[config.mk]
export PLATFORM = sky130hd
export DESIGN_NAME = tow_playfield_flat
export DESIGN_NICKNAME = d
export VERILOG_FILES = /design/src/rtl/tow_playfield_if.sv /design/src/rtl/tow_playfield.sv /design/src/flat_wrapper.sv
export SDC_FILE = /design/constraint.sdc
export NUM_CORES = 1
export LEC_CHECK = 0
export CAP_MARGIN = 20
export CORE_UTILIZATION = 35
export DETAILED_ROUTE_END_ITERATION = 8
export HOLD_SLACK_MARGIN = 0.02
export PLACE_DENSITY_LB_ADDON = 0.3
export SYNTH_ARGS = -nofsm -noshare
export SYNTH_HDL_FRONTEND = slang
export SYNTH_SLANG_ARGS = --single-unit
[constraint.sdc]
create_clock -name clk -period 2.3 [get_ports clk]
set_input_delay 0.46 -clock clk [delete_from_list [all_inputs] [get_ports clk]]
set_output_delay 0.46 -clock clk [all_outputs]
set_load 0.01 [all_outputs]
[src/rtl/tow_playfield_if.sv]
// rtl/tow_playfield_if.sv - command and display bundle between the tug-of-war delegator and playfield
interface tow_playfield_if #(
  parameter int N = 9
);
  logic [2:0]   cmd;
  logic         deviate1;
  logic         deviate2;
  logic [N-1:0] leds;
  logic         win1;
  logic         win2;
  logic [2:0]   score1;
  logic [2:0]   score2;
  logic         game_over;
  logic         illegal_cmd;

  modport master (
    output cmd,
    input  deviate1, deviate2, leds, win1, win2, score1, score2, game_over, illegal_cmd
  );

  modport slave (
    input  cmd,
    output deviate1, deviate2, leds, win1, win2, score1, score2, game_over, illegal_cmd
  );
endinterface

[src/rtl/tow_playfield.sv]
// rtl/tow_playfield.sv - tug-of-war playfield: rope light, round wins, scores and game-over latch
module tow_playfield #(
  parameter int N           = 9,
  parameter int HOLD_CYCLES = 4,
  parameter int MAX_SCORE   = 7
) (
  input  logic           clk,
  input  logic           reset,
  tow_playfield_if.slave bus
);
  localparam int PW = (N > 2) ? $clog2(N) : 1;
  localparam int HW = $clog2(HOLD_CYCLES + 1);
  localparam logic [PW-1:0] CENTER = PW'((N - 1) / 2);
  localparam logic [PW-1:0] LAST   = PW'(N - 1);
  localparam logic [HW-1:0] HOLD_P = HW'(HOLD_CYCLES);
  localparam logic [2:0]    MAX_P  = 3'(MAX_SCORE);

  typedef enum logic [1:0] {PLAY, WIN1, WIN2, OVER} state_t;

  state_t        state;
  logic [PW-1:0] pos;
  logic [HW-1:0] hold;
  logic [2:0]    score1, score2;
  logic          win1, win2, game_over, illegal_cmd;
  logic          is_up, is_down, is_illegal;
  logic [2:0]    winner_score;

  always_comb begin
    is_up      = 1'b0;
    is_down    = 1'b0;
    is_illegal = 1'b0;
    case (bus.cmd)
      3'b001, 3'b110: is_up      = 1'b1;
      3'b111, 3'b000: is_down    = 1'b1;
      3'b100:         ;
      default:        is_illegal = 1'b1;
    endcase
  end

  assign winner_score = (state == WIN1) ? score1 : score2;

  always_ff @(posedge clk) begin
    if (reset) begin
      state       <= PLAY;
      pos         <= CENTER;
      hold        <= '0;
      score1      <= '0;
      score2      <= '0;
      win1        <= 1'b0;
      win2        <= 1'b0;
      game_over   <= 1'b0;
      illegal_cmd <= 1'b0;
    end else begin
      illegal_cmd <= 1'b0;
      case (state)
        PLAY: begin
          illegal_cmd <= is_illegal;
          if (is_up) begin
            if (pos == LAST) begin
              score1 <= score1 + 3'd1;
              hold   <= HOLD_P;
              win1   <= 1'b1;
              state  <= WIN1;
            end else begin
              pos <= pos + PW'(1);
            end
          end else if (is_down) begin
            if (pos == '0) begin
              score2 <= score2 + 3'd1;
              hold   <= HOLD_P;
              win2   <= 1'b1;
              state  <= WIN2;
            end else begin
              pos <= pos - PW'(1);
            end
          end
        end
        WIN1, WIN2: begin
          hold <= hold - HW'(1);
          // Last display cycle: either finish the game or start a fresh round.
          if (hold == HW'(1)) begin
            if (winner_score == MAX_P) begin
              state     <= OVER;
              game_over <= 1'b1;
            end else begin
              pos   <= CENTER;
              win1  <= 1'b0;
              win2  <= 1'b0;
              state <= PLAY;
            end
          end
        end
        OVER: ;
        default: state <= PLAY;
      endcase
    end
  end

  // pos already sits at the winner's end in WIN/OVER, so one decode covers every state.
  assign bus.leds        = N'(1) << pos;
  assign bus.deviate1    = (state == PLAY) && (pos == CENTER + PW'(1));
  assign bus.deviate2    = (state == PLAY) && (pos == CENTER - PW'(1));
  assign bus.win1        = win1;
  assign bus.win2        = win2;
  assign bus.score1      = score1;
  assign bus.score2      = score2;
  assign bus.game_over   = game_over;
  assign bus.illegal_cmd = illegal_cmd;
endmodule

[src/flat_wrapper.sv]
// flat-port wrapper written by rule: the top's interface ports become plain ports
module tow_playfield_flat 
#(
  parameter int N           = 9,
  parameter int HOLD_CYCLES = 4,
  parameter int MAX_SCORE   = 7
)
  (clk, reset, bus_cmd, bus_deviate1, bus_deviate2, bus_leds, bus_win1, bus_win2, bus_score1, bus_score2, bus_game_over, bus_illegal_cmd);
  tow_playfield_if #(.N(N)) bus_i ();
  input  logic clk;
  input  logic reset;
  input wire logic [$bits(bus_i.cmd)-1:0] bus_cmd;
  output wire logic [$bits(bus_i.deviate1)-1:0] bus_deviate1;
  output wire logic [$bits(bus_i.deviate2)-1:0] bus_deviate2;
  output wire logic [$bits(bus_i.leds)-1:0] bus_leds;
  output wire logic [$bits(bus_i.win1)-1:0] bus_win1;
  output wire logic [$bits(bus_i.win2)-1:0] bus_win2;
  output wire logic [$bits(bus_i.score1)-1:0] bus_score1;
  output wire logic [$bits(bus_i.score2)-1:0] bus_score2;
  output wire logic [$bits(bus_i.game_over)-1:0] bus_game_over;
  output wire logic [$bits(bus_i.illegal_cmd)-1:0] bus_illegal_cmd;
  assign bus_i.cmd = bus_cmd;
  assign bus_deviate1 = bus_i.deviate1;
  assign bus_deviate2 = bus_i.deviate2;
  assign bus_leds = bus_i.leds;
  assign bus_win1 = bus_i.win1;
  assign bus_win2 = bus_i.win2;
  assign bus_score1 = bus_i.score1;
  assign bus_score2 = bus_i.score2;
  assign bus_game_over = bus_i.game_over;
  assign bus_illegal_cmd = bus_i.illegal_cmd;
  tow_playfield #(.N(N), .HOLD_CYCLES(HOLD_CYCLES), .MAX_SCORE(MAX_SCORE)) u_core (.clk(clk), .reset(reset), .bus(bus_i));
endmodule
==> results by group, run 1 <==
Setup path
  – Worst setup SP type: flop
  – Critical path fanouts, max: 8
  – R2r startpoint: u_core.pos[2]
  – Crit-path cells: nand2b_1, nor3_1, clkdlybuf4s50_1
  – CP endpoint kind: output port
  – CP required: ~1.8 ns
  – Crit path from: u_core.pos[2]
  – Reg2reg path depth: 6
  – Reg2reg setup slack: ~0.49 ns
  – Critical-path top delay cell: dfxtp_1
  – Worst path arrival time: around 1.7 ns
  – CP Class: flop to output port
  – Reg2reg end: u_core.pos[3]
  – Crit path largest cell delay: around 0.56 ns

GRT
  – GRT overflow: 0
  – Vias in the first global route: ~1100
  – Largest net degree at the start of global routing: 13
  – Global-route wire length before repair: approximately 4500 um
  – All-Layer GR Usage: 0.163
  – Initial antenna violation count: 0

Floorplanning
  – # IOs: 26
  – Rows: 21
  – Die area: 3780 um2
  – Die span in y: between 60 and 70 um
  – Starting Density: 0.368
  – Core ar.: 3360 um2
  – Die Wd: around 61 um

Yosys
  – Sequential area share after synthesis: 0.307
  – Area share of the largest cell type after synthesis: 0.307
  – Dominant synthesized flop cell: dfxtp_1
  – Async SR Flop Fraction: 0
  – Syn Nets: approximately 150
  – Largest cells by area after synthesis: dfxtp_1 (31%), ha_1 (9.1%), nor2_1 (6.4%), mux2i_1 (4.0%), a21oi_1 (3.6%)
  – Mapped cell area: about 1200 um2
  – Yosys Warn Count: 0
  – Yosys reg bits: 19
  – Post-synth EDFFs: 0
  – Post-synth cell types: 41
  – Syn Inst Count: about 140
  – Yosys top cell by area: dfxtp_1
  – Mean area per synthesized cell: about 9 um2

STA
  – Slew margin rel.: 0.737
  – Fin. Hold Viols: 0
  – F_max: about 460 MHz
  – Tightest Pin Transition: 0.395 ns
  – Tmin final: between 2 and 2.5 ns
  – Slew Viols, Final: 0
  – RSZ-0062 raised after global routing: false
  – Worst Skew: between 0.0007 and 0.0008 ns
  – Setup-failing EPs final: 0
  – Final setup margin: between 0.1 and 0.15 ns
  – Crit share post-route: 0.949

Routing
  – Avg WL per Cell: 11.9 um
  – DRT met1 WL: approximately 1200 um
  – Detail Route met2 WL: about 1300 um
  – Vias after detailed routing: 1116
  – Via/cell ratio: between 5 and 6
  – Routed length on met3: 123 um
  – Starting DRT DRC Count: 47
  – First drt pass iteration count: 4
  – DR DRC count: 0
  – Routed wire length: between 2000 and 3000 um
  – Top Metal Used: met4
  – Antenna-violating nets left: 0

Power
  – Combinational share of power: 0.621
  – Psw: ~0.79 mW
  – Power after layout: around 1.8 mW
  – Cell internal pwr: between 1 and 1.5 mW
  – Pwr/cell area: between 1000 and 1500 nW/um2
  – Leakage: between 0.6 and 0.7 nW
  – Sequential share of power: 0.283
  – Peak supply drop: slightly below 600 uV
  – Clk network pwr share: 0.096
  – Switching share of power: 0.434

Worst hold path
  – Hold WC Path Type: flop to flop
  – Worst hold path depth: 2
  – HP Start: u_core.hold[2]
  – Worst Hold Path EP: u_core.hold[2]

Cells and area
  – Share of cells above drive strength 1: 0.186
  – Final nets: between 150 and 200
  – Most frequent cells in the layout: clkdlybuf4s50_1 (24), nor2_1 (21), buf_4 (17), dfxtp_1 (16)
  – Area Growth Syn to Fin: 34.3%
  – Ant. Diodes: 0
  – Commonest non-fill, non-tap cell in the layout: clkdlybuf4s50_1

Clocking
  – Clock buffer depth: 2
  – Clk slew on worst S/H paths: 0.11 ns
  – CTS buffer count: 3
  – CTS tree: done
  – Clk Latency, worst-skew pair: 0.30 ns
  – Clock sink count: 19
  – Clock root buffer: clkbuf_4
  – Hold_buf cts: 0
  – H-tree depth: 1

Placement
  – Gpl congestion: between 0.7 and 0.8
  – Post-DP HPWL: around 2100 um
  – PortBufs: 25
  – Worst slack at placement: -0.188 ns

Run
  – Number of max-cap violations: 0

Status
  – Status: finished clean
[cell families (layout without fill, tap and decap cells)]
logic type	count (synthesis)	after routing	synth area share
adder cells (fa/ha/maj)	10	10	0.107
AND/OR/NAND/NOR	54	54	0.256
AO/OA/AOI/OAI	29	29	0.185
flip-flops	19	19	0.307
buffers and inverters	14	53	0.0556
XOR/XNOR	7	7	0.0495
multiplexers	5	5	0.0404
[metrics by stage]
stage          setup TNS, ns   util  cells  hold WS (ns)  instance area (um2)
4_1_cts                    0  0.493    223         0.476                 1660
3_5_place_dp          -0.220  0.483    218         0.461                 1620
3_3_place_gp          -0.112  0.483    218         0.446                 1620
6_report                   0  0.495    223         0.476                 1660
5_1_grt                    0  0.495    223         0.493                 1660
2_1_floorplan              0      -    138         0.435                 1240
[power groups by stage]
stage	Sequential (mW)	Combinational (mW)	Clock (mW)
after floorplan	0.481	0.804	0
after global placement	0.512	1.11	0
after detailed placement	0.515	1.13	0
after CTS	0.509	1.13	0.181
after global routing	0.528	1.24	0.194
final	0.512	1.12	0.175
[per-layer routing]
metal,global-route usage,up-vias
li1,-,564
met1,0.176,520
met2,0.307,27
met3,0.0399,5
met4,0.0571,0
met5,0,-
[synthesized netlist by cell type (3+ instances only)]
cell type / count
a31oi_1: 3
a211oi_1: 4
mux2i_1: 5
xnor2_1: 3
nor3_1: 5
inv_1: 7
nand2_1: 4
xor2_1: 4
a21oi_1: 9
dfxtp_1: 19
ha_1: 9
nand3_1: 4
nand2b_1: 4
nor2_1: 21
clkbuf_1: 4
[worst max-delay path by stage]
stage / slack (ns) / endpoint
final: 0.12 / bus_leds[4]
after CTS: 0.02 / bus_leds[2]
after detailed placement: -0.19 / u_core.pos[3]
after global routing: 0.0008 / bus_leds[1]
after global placement: -0.11 / u_core.pos[3]
after floorplan: 0.18 / u_core.pos[3]
[final cells by class]
| class | instances | area, um2 |
|---|---|---|
| Clock inverter | 1 | 5.00 |
| Timing Repair Buffer | 42 | 377 |
| Inverter | 7 | 26.3 |
| Fill cell | 340 | 1700 |
| Sequential cell | 19 | 387 |
| Multi-Input combinational cell | 105 | 790 |
| Tap cell | 46 | 57.6 |
| Clock buffer | 3 | 22.5 |
[timing repair]
action | in CTS | in global routing
setup endpoints to repair | 3 | 6
setup buffers | 1 | 0
pin swaps | 0 | 0
hold endpoints to repair | 0 | 0
resized for setup | 2 | 3
gates cloned | 0 | 0
[worst max-delay path, delay by kind of cell (launching register included)]
kind	cells	cell delay, ns
buf+inv	1	0.56
simple gates	2	0.30
flops	1	0.56
[registers in the layout, summed over array words and instances (netlist names)]
| signal | flops |
|---|---|
| u_core.pos | 4 |
| u_core.bus.win1 | 1 |
| u_core.bus.score1 | 3 |
| u_core.state | 2 |
| u_core.bus.win2 | 1 |
| u_core.hold | 3 |
| u_core.bus.illegal_cmd | 1 |
| u_core.bus.score2 | 3 |
| u_core.bus.game_over | 1 |
Note: power is estimated with default switching activity, not from simulation.
==> run 2, diff against run 1 <==
--- a/config.mk
+++ b/config.mk
@@ -6,7 +6,7 @@
 export NUM_CORES = 1
 export LEC_CHECK = 0
 export CAP_MARGIN = 20
-export CORE_UTILIZATION = 35
+export CORE_UTILIZATION = 46
 export DETAILED_ROUTE_END_ITERATION = 8
 export HOLD_SLACK_MARGIN = 0.02
 export PLACE_DENSITY_LB_ADDON = 0.3
==> run 2 against run 1 <==
Register-to-register slack worse by 0.06 ns. Die area shrank 23%. Routed wire length grew 2.6%. Utilization up 16 points. Critical path depth is the same. Non-clock buffer count is the same. First-iteration DRC count decreased by 83%. Sequential cell count stayed put. Sequential share of layout area rose by 0.15 points. Sequential power decreased by 1%. Combinational power is 4% higher. Highest routed layer unchanged. Via count increased by 2.3%.
==> results by group, run 2 (same netlist as run 1, synthesis figures left out) <==
Worst hold path
  – Hold WC Path Type: flop to flop

Clocking
  – Clk Latency, worst-skew pair: 0.31 ns
  – Clk slew on worst S/H paths: 0.12 ns
  – Clock sink count: 19
  – Clock root buffer: clkbuf_4
  – Clock buffer depth: 2
  – H-tree depth: 1
  – CTS buffer count: 3
  – CTS tree: done

Setup path
  – Reg2reg setup slack: 0.43 ns
  – Worst setup SP type: flop
  – CP required: approximately 1.8 ns
  – Critical-path top delay cell: clkdlybuf4s50_1
  – Worst path arrival time: between 1.5 and 2 ns
  – Crit-path cells: buf_4, nor4b_4, clkdlybuf4s50_1
  – CP endpoint kind: output port
  – Critical path fanouts, max: 9
  – Crit path largest cell delay: about 0.60 ns
  – WP buf/inv: 2
  – CP Class: flop to output port
  – Worst path top cell family by delay: buffers and inverters

Cells and area
  – Final nets: between 150 and 200
  – Non-filler cells, final: around 210
  – Largest register FFs: 4
  – Most frequent cells in the layout: clkdlybuf4s50_1 (25), nor2_1 (21), buf_4 (17), dfxtp_1 (16)
  – Area Growth Syn to Fin: 32.6%
  – Cell area after layout: around 1600 um2
  – Biggest register: u_core.pos
  – Commonest non-fill, non-tap cell in the layout: clkdlybuf4s50_1
  – Final Util: 0.657
  – Ant. Diodes: 0
  – Share of cells above drive strength 1: 0.186

Floorplanning
  – Die Wd: around 54 um
  – Core ar.: approximately 2500 um2
  – Die area: ~2900 um2
  – Die span in y: between 50 and 60 um
  – Starting Density: 0.495
  – # IOs: 26
  – Rows: 18

GRT
  – Global-route wire length before repair: around 4400 um
  – GRT overflow: 0
  – Vias in the first global route: a little over 1000
  – All-Layer GR Usage: 0.215
  – Initial antenna violation count: 0
  – Largest net degree at the start of global routing: 17

Routing
  – DR DRC count: 0
  – Via/cell ratio: roughly 5.5
  – Avg WL per Cell: about 13 um
  – Routed wire length: about 2700 um
  – Antenna-violating nets left: 0
  – Vias after detailed routing: about 1100
  – Starting DRT DRC Count: 8
  – First drt pass iteration count: 2

Placement
  – Placed cells: between 200 and 250
  – Post-DP Area: between 1500 and 2000 um2
  – PortBufs: 25
  – Gpl congestion: between 0.8 and 0.9
  – Post-DP HPWL: between 2000 and 2500 um

STA
  – Setup TNS: 0 ns
  – RSZ-0062 raised after global routing: false
  – Crit share post-route: 0.978
  – Fin. Hold Viols: 0
  – Slew Viols, Final: 0
  – Worst Skew: around 0.006 ns
  – Setup-failing EPs final: 0
  – Tmin final: 2.25 ns
  – Hold WS: 0.472 ns
  – F_max: about 440 MHz
  – Tightest Pin Transition: around 0.58 ns
  – Slew margin rel.: 0.615

Status
  – Status: finished clean

Power
  – Peak supply drop: 734 uV
  – Leakage: between 0.6 and 0.7 nW
  – Pwr/cell area: approximately 1100 nW/um2

Run
  – Number of max-cap violations: 0
[run 2: cell count changes in the layout (fill, tap and decap cells not counted), sizes merged]
cell and change:
clkdlybuf4s50 +1, dlygate4sd2 -1
[run 2: repair_timing]
item,CTS,global route
gates resized for setup,0,3
setup buffers,0,1
endpoints found under the setup margin,0,7
hold buffers,0,0
[run 2: final timing paths]
path	startpoint	endpoint	cells after the start
worst max-delay path	u_core.pos[0]	bus_leds[8]	3
worst min-delay path	u_core.hold[2]	u_core.hold[2]	2
worst max register to register	u_core.state[0]	u_core.pos[0]	8
worst min register to register	u_core.hold[2]	u_core.hold[2]	2
[run 2: stage by stage]
stage,setup WS (ns),total power [mW]
floorplan,0.180,1.28
global placement,-0.171,1.60
detailed placement,-0.229,1.66
CTS,0.00600,1.84
global route,0.00119,1.99
finish,0.0513,1.84
[run 2: worst reg2reg max path, delay by kind of cell (launching register included)]
family                   cells  cell delay (ns)
multiplexers                 1             0.26
buffers and inverters        3             0.31
AO/OA/AOI/OAI                2             0.40
AND/OR/NAND/NOR              1             0.06
flip-flops                   1             0.41
adder cells (fa/ha/maj)      1             0.31
[run 2: report_power, final]
| part | switching (mW) | internal [mW] |
|---|---|---|
| Sequential | 0.0949 | 0.410 |
| Combinational | 0.601 | 0.555 |
| Clock | 0.114 | 0.0649 |
| Total | 0.809 | 1.03 |
[run 2: area by class of cell]
cell class | count | area [um2]
Tap cell | 30 | 37.5
Inverter | 7 | 26.3
Clock inverter | 1 | 5.00
Multi-Input combinational cell | 105 | 790
Clock buffer | 3 | 22.5
Sequential cell | 19 | 384
Fill cell | 198 | 857
Timing Repair Buffer | 42 | 378
[run 2: metal layers]
layer | up-vias | global-route usage | share of wire
li1 | 562 | - | -
met1 | 555 | 0.260 | 0.47
met2 | 19 | 0.360 | 0.48
met3 | 6 | 0.0367 | 0.026
met4 | 0 | 0.110 | 0.018
met5 | - | 0 | 0
==> run 3, diff against run 2 <==
--- a/config.mk
+++ b/config.mk
@@ -9,7 +9,7 @@
 export CORE_UTILIZATION = 46
 export DETAILED_ROUTE_END_ITERATION = 8
 export HOLD_SLACK_MARGIN = 0.02
-export PLACE_DENSITY_LB_ADDON = 0.3
+export PLACE_DENSITY = 0.81
 export SYNTH_ARGS = -nofsm -noshare
 export SYNTH_HDL_FRONTEND = slang
 export SYNTH_SLANG_ARGS = --single-unit
==> run 3 against run 2 <==
First-iteration DRC count is 50% higher. Register-to-register slack hardly changed. Routed wire length is 5.7% higher. Sequential cell count stayed put. Sequential power is 3% higher. Critical path type unchanged. Largest cell class unchanged. Largest power group unchanged.
==> results by group, run 3 (same netlist as run 1, synthesis figures left out) <==
Power
  – Peak supply drop: 684 uV
  – Sequential share of power: 0.285
  – Leakage: around 0.66 nW
  – Pwr/cell area: about 1100 nW/um2
  – Combinational share of power: 0.616
  – Cell internal pwr: between 1 and 1.5 mW
  – Psw: ~0.8 mW
  – Clk network pwr share: 0.099
  – Switching share of power: 0.440

Routing
  – Routed length on met3: ~100 um
  – Antenna-violating nets left: 0
  – Avg WL per Cell: 14.0 um
  – Top Metal Used: met4
  – First drt pass iteration count: 4
  – Via/cell ratio: 5.43
  – Vias after detailed routing: between 1000 and 1500
  – Detail Route met2 WL: roughly 1500 um
  – Starting DRT DRC Count: 12
  – DR DRC count: 0
  – Routed wire length: 2880 um
  – DRT met1 WL: 1230 um

Placement
  – Gpl congestion: 0.813
  – Post-DP HPWL: ~2200 um
  – Post-DP Area: 1590 um2
  – PortBufs: 25
  – Worst slack at placement: -0.223 ns

Setup path
  – Reg2reg path depth: 6
  – Critical path fanouts, max: 11
  – CP Class: flop to output port
  – Worst setup SP type: flop
  – CP endpoint kind: output port
  – Crit-path cells: or2b_1, nor3_1, clkdlybuf4s50_1
  – Critical-path top delay cell: clkdlybuf4s50_1
  – Worst path top cell family by delay: buffers and inverters
  – Crit path largest cell delay: ~0.56 ns
  – Worst path arrival time: ~1.8 ns
  – CP required: ~1.8 ns
  – WP depth: 3
  – WP buf/inv: 1

Cells and area
  – Area Growth Syn to Fin: 31.7%
  – Largest register FFs: 4
  – Fillers: ~190
  – Share of cells above drive strength 1: 0.171
  – Biggest register: u_core.pos
  – Final nets: about 190
  – Commonest non-fill, non-tap cell in the layout: clkdlybuf4s50_1
  – Storage element area: just under 400 um2
  – Cell area after layout: between 1500 and 2000 um2
  – Multi-input logic area: just under 800 um2
  – Ant. Diodes: 0
  – Most frequent cells in the layout: clkdlybuf4s50_1 (24), nor2_1 (21), dfxtp_1 (17), buf_4 (15)

Clocking
  – CTS buffer count: 3
  – Clock root buffer: clkbuf_4
  – Clk slew on worst S/H paths: between 0.1 and 0.15 ns
  – Clk Latency, worst-skew pair: roughly 0.31 ns
  – Clock sink count: 19
  – H-tree depth: 1
  – Hold_buf cts: 0
  – Clock buffer depth: 2
  – CTS tree: done

Floorplanning
  – Core ar.: around 2500 um2
  – Die area: slightly below 3000 um2
  – Rows: 18
  – Die span in y: about 54 um
  – Starting Density: 0.495
  – Die Wd: ~54 um
  – # IOs: 26

STA
  – Hold WS: 0.473 ns
  – Worst Skew: 0.00581 ns
  – Tmin final: 2.23 ns
  – Setup-failing EPs final: 0
  – Tightest Pin Transition: 0.440 ns
  – Final setup margin: 0.0728 ns
  – Slew margin rel.: 0.705
  – Setup TNS: 0 ns
  – Slew Viols, Final: 0
  – Fin. Hold Viols: 0
  – Crit share post-route: 0.968
  – F_max: 449 MHz
  – RSZ-0062 raised after global routing: false

GRT
  – Largest net degree at the start of global routing: 13
  – GRT overflow: 0
  – All-Layer GR Usage: 0.231
  – Global-route wire length before repair: about 4700 um
  – Initial antenna violation count: 0
  – Vias in the first global route: approximately 1000

Worst hold path
  – Hold WC Path Type: flop to flop
  – Worst hold path depth: 2

Run
  – Number of max-cap violations: 0

Status
  – Status: finished clean
## run 3: cell types whose count changed in the layout (fill, tap and decap cells not counted)
cell	change
dfxtp_2	-2
dfxtp_1	+1
dlymetal6s2s_1	+1
buf_4	-2
clkdlybuf4s50_1	-1
dfxtp_4	+1
## run 3: power groups by stage
stage                     registers (mW)  logic, mW  clock network (mW)
after floorplan                    0.481      0.804                   0
after global placement             0.517       1.07                   0
after detailed placement           0.523       1.11                   0
after CTS                          0.520       1.12               0.188
after global routing               0.533       1.24               0.199
final                              0.519       1.12               0.181
## run 3: per-stage QoR
| step | power [mW] | std cells | utilization |
|---|---|---|---|
| final | 1.82 | 205 | 0.653 |
| after global routing | 1.97 | 205 | 0.653 |
| after CTS | 1.83 | 205 | 0.652 |
| after detailed placement | 1.64 | 200 | 0.636 |
| after global placement | 1.59 | 200 | 0.636 |
| after floorplan | 1.28 | 138 | - |
## run 3: metal layers
layer	global-route usage	vias to the layer above
li1	-	558
met1	0.293	526
met2	0.381	22
met3	0.0339	7
met4	0.110	0
met5	0	-
## run 3: worst reg2reg max path, delay by kind of cell (launching register included)
kind | cells | cell delay [ns]
AOI/OAI and AO/OA | 4 | 0.75
DFF | 1 | 0.55
and+or+nand+nor | 1 | 0.32
buffers and inverters | 1 | 0.19
## run 3: final timing paths
| kind | from | to | slack [ns] |
|---|---|---|---|
| max | u_core.pos[0] | bus_leds[1] | 0.07 |
| min | u_core.hold[2] | u_core.hold[2] | 0.47 |
| max reg2reg | u_core.pos[3] | u_core.state[1] | 0.42 |
| min reg2reg | u_core.hold[2] | u_core.hold[2] | 0.47 |
## run 3: repair_timing
| item | in CTS | in global routing |
|---|---|---|
| setup buffers | 1 | 0 |
| pin swaps | 0 | 1 |
| setup endpoints to repair | 6 | 2 |
| resized for setup | 3 | 1 |
## run 3: area by class of cell
class,instances,area share
multi-input cells,105,0.484
repair buffers,40,0.224
inverters,7,0.0161
well taps,30,0.0230
clock inverters,1,0.00307
clock buffers,3,0.0138
flip-flops and latches,19,0.236
==> variant: new RTL, config.mk and constraints of run 3 <==
Register the output `bus.leds`; this adds one clock of latency there.
--- a/src/rtl/tow_playfield.sv
+++ b/src/rtl/tow_playfield.sv
@@ -97,7 +97,9 @@
   end
 
   // pos already sits at the winner's end in WIN/OVER, so one decode covers every state.
-  assign bus.leds        = N'(1) << pos;
+  always_ff @(posedge clk) begin
+    bus.leds <= N'(1) << pos;
+  end
   assign bus.deviate1    = (state == PLAY) && (pos == CENTER + PW'(1));
   assign bus.deviate2    = (state == PLAY) && (pos == CENTER - PW'(1));
   assign bus.win1        = win1;
Check against the original RTL: not equivalent (Yosys sat finds a counterexample within 4 cycles, from zero or initial values and one cycle with reset high).
==> variant against run 3 <==
- cell count grew 20%
- via count grew 17%
- routed wire length grew 19%
- synthesized cell count grew 19%
- sequential cell count grew 9
- sequential share of layout area grew 4.7 points
- clock skew shrank 0.0018 ns
- count of clock-buffer cells in the layout is the same
- final area grew 22%
- synthesized area grew 28%
- total power grew 13%
- sequential power grew 34%
- worst setup slack lost 0.028 ns
==> variant: results (changes against run 3) <==
.. list-table::
   :header-rows: 1

   * - Metric
     - Value
   * - Actual slew at the worst max-slew pin
     - 0.425 ns (-0.0155 ns)
   * - Arrival time of the worst setup path
     - 2.49 ns (+0.72 ns)
   * - Number of buffers outside the clock class in the layout
     - 45 (+13%)
   * - Wire length of the first global-routing pass
     - 5800 um (+23%)
   * - Final clock skew
     - 0.00397 ns (-0.00184 ns)
   * - Leading post-synthesis cells by cell area
     - dfxtp_1, ha_1, nor2_1
   * - Share of the final layout cell area in sequential cells
     - 28.3% (+4.7 points)
   * - Non-clock inverter count in the final layout
     - 9 (+2)
   * - Amount of wire on met2 after detailed routing
     - 1790 um (+21%)
   * - Fraction of the mapped netlist area in adder cells
     - 6.33% (-4.4 points)
   * - Multi-input gate count
     - 117 (+11%)
   * - # placed instances
     - 243 (+22%)
   * - Number of instances in the synthesized netlist
     - 164 (+19%)
   * - Hold path start
     - u_core.bus.win1$_SDFFE_PP0P_
   * - Filler-free cell count of the finished design
     - 247 (+20%)
   * - Clock transition at the register clock pins on the worst setup and hold paths after CTS
     - 0.15 ns (+0.03 ns)
   * - Tap cells
     - 44 (+47%)
   * - Most used standard cells in the synthesized netlist
     - dfxtp_1, nor2_1
   * - Fraction of final layout cells with drive strength greater than 1
     - 20.7% (+3.5 points)
   * - Peak supply drop
     - 0.000655 V (-4.2%)
   * - Count of vias placed by the detailed router
     - 1303 (+17%)
   * - Internal power
     - 1.27 mW (+24%)
   * - Total length of routed met3 wires
     - 80 um (-22%)
   * - Area of all sequential standard cells
     - 564 sq um (+46%)
   * - Area fraction in compound gates after synthesis
     - 15.9% (-2.6 points)
   * - Proportion of cell area occupied by multi-input gates
     - 44.3% (-4.1 points)
   * - DRC violation total after the first TritonRoute iteration
     - 33 (+21)
   * - Global-route usage over all layers
     - 21.2% (-1.9 points)
   * - Routed length on met1
     - 1460 um (+18%)
   * - Fraction of power consumed by sequential logic
     - 33.9% (+5.4 points)
   * - Result of the run
     - completed
   * - Net count after synthesis
     - 177 (+16%)
   * - Maximum number of pins on one net before global-route repair
     - 20 (+7)
   * - Sequential share of the synthesized area
     - 35.5% (+4.8 points)
   * - Worst stage delay on the critical path
     - 0.49 ns (-0.07 ns)
   * - Worst setup slack before clock tree synthesis
     - -0.349 ns (-0.126 ns)
   * - Net count, final
     - 217 (+14%)
   * - Switching power share of the total
     - 38.2% (-5.8 points)
   * - Final Wtd Congestion
     - 0.839 (+3.2%)
   * - Sum of net half-perimeters after detailed placement
     - 2670 um (+20%)
   * - Met2 track demand over resource in global routing
     - 39.2% (+1.2 points)
   * - CP startpoint
     - bus_cmd[2]
   * - Met1 demand-to-capacity share in global routing
     - 24.0% (-5.2 points)
[variant: cell types whose count changed after synthesis, sizes merged, moves of 3 or more]
cell	run 3	this run
a31oi	4	0
dfxtp	19	28
nand2	4	7
nor3	6	9
o211ai	0	3
[variant: logic make-up (layout without fill, tap and decap cells)]
logic type | count (synthesis) | in the layout
compound gates | 32 | 32
buf+inv | 19 | 58
xor+xnor | 7 | 7
simple gates | 62 | 62
flops | 28 | 28
mux | 8 | 8
fa+ha+maj | 8 | 8
[variant: path summary, 6_finish.rpt]
kind                                                      to  slack, ns
worst min register to register  u_core.bus.win1$_SDFFE_PP0P_       0.47
worst max register to register    u_core.pos[2]$_SDFFE_PP1P_       0.17
worst max-delay path              u_core.pos[2]$_SDFFE_PP1P_       0.04
worst min-delay path            u_core.bus.win1$_SDFFE_PP0P_       0.47
